$ cat src/rtl/ifu_pc.sv
// Fetch-stage PC register and fetch controller. Fetches one word per REQ/HOLD round
// trip; optional fetch timeout flag is compiled in with IFU_TIMEOUT_EN.
module ifu_pc #(
    parameter logic [29:0] RESET_PC = 30'h0000_0C00,
    parameter int          TIMEOUT  = 16
) (
    input  logic        clk,
    input  logic        rst,
    input  logic [31:2] npc,
    output logic [31:2] pc,
    output logic        imem_req,
    output logic [31:2] imem_addr,
    input  logic        imem_ack,
    input  logic [31:0] imem_rdata,
    output logic [31:0] inst,
    output logic        inst_valid,
    input  logic        inst_ready
`ifdef IFU_TIMEOUT_EN
    ,
    output logic        fetch_fault
`endif
);

    typedef enum logic {
        S_REQ  = 1'b0,
        S_HOLD = 1'b1
    } state_t;

    state_t      r_state;
    state_t      w_state_nxt;
    logic [31:2] r_pc;
    logic [31:0] r_inst;
    logic        w_fetch_done;
    logic        w_consume;

    always_ff @(posedge clk) begin
        if (rst) begin
            r_state <= S_REQ;
        end else begin
            r_state <= w_state_nxt;
        end
    end

    always_comb begin
        w_state_nxt  = r_state;
        w_fetch_done = 1'b0;
        w_consume    = 1'b0;
        case (r_state)
            S_REQ: begin
                if (imem_ack) begin
                    w_fetch_done = 1'b1;
                    w_state_nxt  = S_HOLD;
                end
            end
            S_HOLD: begin
                if (inst_ready) begin
                    w_consume   = 1'b1;
                    w_state_nxt = S_REQ;
                end
            end
            default: w_state_nxt = S_REQ;
        endcase
    end

    // pc and inst only move on their own handshake, so both hold across stalls.
    always_ff @(posedge clk) begin
        if (rst) begin
            r_pc   <= RESET_PC;
            r_inst <= 32'h0;
        end else begin
            if (w_consume)    r_pc   <= npc;
            if (w_fetch_done) r_inst <= imem_rdata;
        end
    end

    assign pc         = r_pc;
    assign imem_addr  = r_pc;
    assign inst       = r_inst;
    assign imem_req   = (r_state == S_REQ)  && !rst;
    assign inst_valid = (r_state == S_HOLD) && !rst;

`ifdef IFU_TIMEOUT_EN
    localparam int CW = $clog2(TIMEOUT + 1);

    logic [CW-1:0] r_wait;
    logic          r_fault;

    // Counter saturates at TIMEOUT; the flag is set on the edge the count reaches it.
    always_ff @(posedge clk) begin
        if (rst) begin
            r_wait  <= '0;
            r_fault <= 1'b0;
        end else if (r_state == S_REQ && !imem_ack) begin
            if (r_wait != CW'(TIMEOUT)) r_wait <= r_wait + 1'b1;
            if (r_wait == CW'(TIMEOUT - 1)) r_fault <= 1'b1;
        end else begin
            r_wait <= '0;
        end
    end

    assign fetch_fault = r_fault && !rst;
`endif

endmodule
$ cat config.mk
export PLATFORM = sky130hd
export DESIGN_NAME = ifu_pc
export DESIGN_NICKNAME = d
export VERILOG_FILES = /design/src/rtl/ifu_pc.sv
export SDC_FILE = /design/constraint.sdc
export NUM_CORES = 1
export LEC_CHECK = 0
export ABC_AREA = 0
export BUFFER_PORTS_ARGS = -buffer_cell sky130_fd_sc_hd__buf_2
export CELL_PAD_IN_SITES_DETAIL_PLACEMENT = 1
export CELL_PAD_IN_SITES_GLOBAL_PLACEMENT = 1
export CORE_ASPECT_RATIO = 1.75
export CORE_MARGIN = 1.5
export CORE_UTILIZATION = 30
export CTS_CLUSTER_SIZE = 12
export DETAILED_ROUTE_END_ITERATION = 8
export PLACE_DENSITY = 0.79
export SLEW_MARGIN = 25
export SYNTH_ARGS = -nofsm -noshare
export SYNTH_HDL_FRONTEND = slang
export SYNTH_SLANG_ARGS = --single-unit
$ cat constraint.sdc
create_clock -name clk -period 1.7 [get_ports clk]
set_input_delay 0.34 -clock clk [delete_from_list [all_inputs] [get_ports clk]]
set_output_delay 0.34 -clock clk [all_outputs]
set_load 0.05 [all_outputs]
==> flow_summary.json <==
{
  "outcome": "complete, no violations",
  "vias": 2695,
  "root_buffer": "clkbuf_16",
  "synth_edf_count": 0,
  "synth_async_sr_flop_share_pct": 0,
  "stdcell_count": 562,
  "max_slew_margin_pct": 72.54,
  "worstReg2RegStart": "r_state",
  "cp-end-kind": "output pin",
  "finalWorstPathRequiredPeriod_ns": 1.586,
  "cts_buffers": 9,
  "grt_max_degree": 42,
  "hp-class": "primary input to flip-flop",
  "ys_ff_latch": 63,
  "multi_input_area_sq_um": 1361,
  "netlist_area_sq_um": 3058,
  "track_usage_pct": 15.64,
  "holdPathStages": 3,
  "clockBufferDepth": 2,
  "ys.flop_type": "dfxtp_1",
  "synthesis.nets": 382,
  "worst-setup-path-type": "flip-flop to output pin",
  "setup_viol": 0,
  "nFillCells": 1201,
  "yosys.area.top_type": "dfxtp_1",
  "grt_antenna_before_repair": 0,
  "rsz0062_at_grt": "false",
  "synth.avg_cell_area_sq_um": 9.677,
  "worstPathArrival_ns": 1.25,
  "design_area_sq_um": 3929,
  "p_leak_uw": 0.001805,
  "ys_seq_area_share_pct": 41.24,
  "grt_pass1_vias": 2743,
  "die-area_sq_um": 10830,
  "drt-total-wl_um": 8360,
  "cts_hold_repair.buffers": 0,
  "grt_pass1_wl_um": 13040,
  "hpwl_um": 5988,
  "synth_top_area_share_pct": 41.24,
  "holdPathEnd": "imem_addr[26]",
  "postCtsSetupBuffers": 0,
  "die_y_um": 136.6,
  "start_kind": "flip-flop",
  "yosys-top-cells-count": "dfxtp_1, buf_4, nand2b_1, nand4bb_1, o21ai_1",
  "final-max-slew-violation-count": 0,
  "pin_count": 160,
  "path_clk_slew_ns": 0.05,
  "fp-row-count": 48,
  "regArea_sq_um": 1262,
  "dr.pass1.iters": 4,
  "r2r_setup_slack_ns": 0.44,
  "numPortBuffers": 159,
  "cp.required_ns": 1.36,
  "fmax_mhz": 630.4,
  "synthCells": 316,
  "drv_cap": 0,
  "post_cts_resized": 0,
  "cp_max_fo": 12,
  "drc_errors": 0,
  "ctsHtreeMaxLevel": 3,
  "fin_setup_tns_ns": 0,
  "fin_crit_sh_pct": 93.31,
  "cts.sinks": 63,
  "overflow": 0,
  "hold_viol": 0,
  "hold_path_startpoint": "npc[26]",
  "cts_tree": "done",
  "fin_skew_ns": 0.005120,
  "worst_slew_pin_slew_ns": 0.4118,
  "power-per-cell-area_nw_per_um2": 1056,
  "yosys_warnings": 0,
  "syn2layout_area_growth_pct": 28.48,
  "yosysUniqueCellTypes": 22,
  "coreArea_sq_um": 9910,
  "r2r-end": "inst[20]",
  "reg2reg_depth": 3,
  "die_w_um": 79.32,
  "drt-initial-drc-count": 53,
  "gp_congestion": 0.6768,
  "post_drt_wl_per_cell_um": 14.88,
  "clock_latency_ns": 0.32,
  "yosys-top-cells-area": "dfxtp_1, nand4bb_1, a21bo_1",
  "start_util_pct": 30.86,
  "dp_cells": 547,
  "via_per_inst": 4.795,
  "antenna_cells": 0,
  "yosysMostFrequentCell": "dfxtp_1",
  "layout-drive-gt1-share_pct": 42.56,
  "finalNetCount": 499,
  "placed_area_sq_um": 3651,
  "peakVddDrop_mv": 0.4740,
  "ant_nets": 0
}
## per-layer routing
layer	GRT usage (%)	part of all wire, %	routed length (um)	up-vias
li1	-	-	-	1320
met1	16.33	38	3215	1248
met2	27.87	53	4401	104
met3	3.933	5.8	484	23
met4	9.064	3.1	259	0
met5	0	0	0	-
## cell families after synthesis
kind of cell           after synthesis  synth area share [%]
AOI/OAI and AO/OA                   91                 19.89
buffers and inverters               63                 14.32
and+or+nand+nor                     99                 24.55
DFF                                 63                 41.24
## worst max-delay path, stage by stage (launching register included)
cell and delay (ns):
dfxtp_2 0.48, nor2b_2 0.19, buf_2 0.26
## state kept, by name (all words and copies together) (netlist names)
register   count
r_state        1
inst          32
imem_addr     30
## how the worst max path moves through the flow
| stage | start | end | cells past startpoint |
|---|---|---|---|
| after floorplan | r_state | imem_req | 3 |
| after global placement | rst | inst[0] | 4 |
| after detailed placement | rst | inst[7] | 4 |
| after CTS | r_state | inst_valid | 2 |
| after global routing | r_state | inst_valid | 2 |
| final | r_state | inst_valid | 2 |
## cell type report
type	count	share of cell area, %
Clock buffer	15	7.070
Multi-Input combinational cell	190	34.65
Timing Repair Buffer	169	22.17
Sequential cell	63	32.13
Tap cell	125	3.981
## placed cells by master (no fill, tap or decap), drive strengths merged
master     n
o21ai     32
a211o      2
and3       2
nand4bb   32
nor2       1
nand2b    32
a21bo     28
dfxtp     63
nand3     28
buf      169
and2b      1
a21oi     28
o21ba      1
nor2b      2
nand2      1
clkbuf    15
## power breakdown
| part | leakage [uW] | switching [uW] | internal (uW) | total (uW) |
|---|---|---|---|---|
| Clock | 0.000136 | 603 | 1100 | 1700 |
| Sequential | 0.000516 | 51.5 | 1560 | 1610 |
| Combinational | 0.00115 | 590 | 247 | 837 |
## stage by stage
step / total power (uW) / setup WS (ns) / util (%) / hold WS, ns
final: 4148 / 0.1138 / 39.65 / 0.2637
after global routing: 4342 / 0.03013 / 39.65 / 0.2657
after CTS: 4235 / 0.09193 / 39.65 / 0.2526
after detailed placement: 2485 / 0.3193 / 36.84 / 0.4551
after global placement: 2465 / 0.3735 / 36.84 / 0.4488
after floorplan: 2302 / 0.05112 / - / 0.4875
Power figures use the tool's default switching activity.
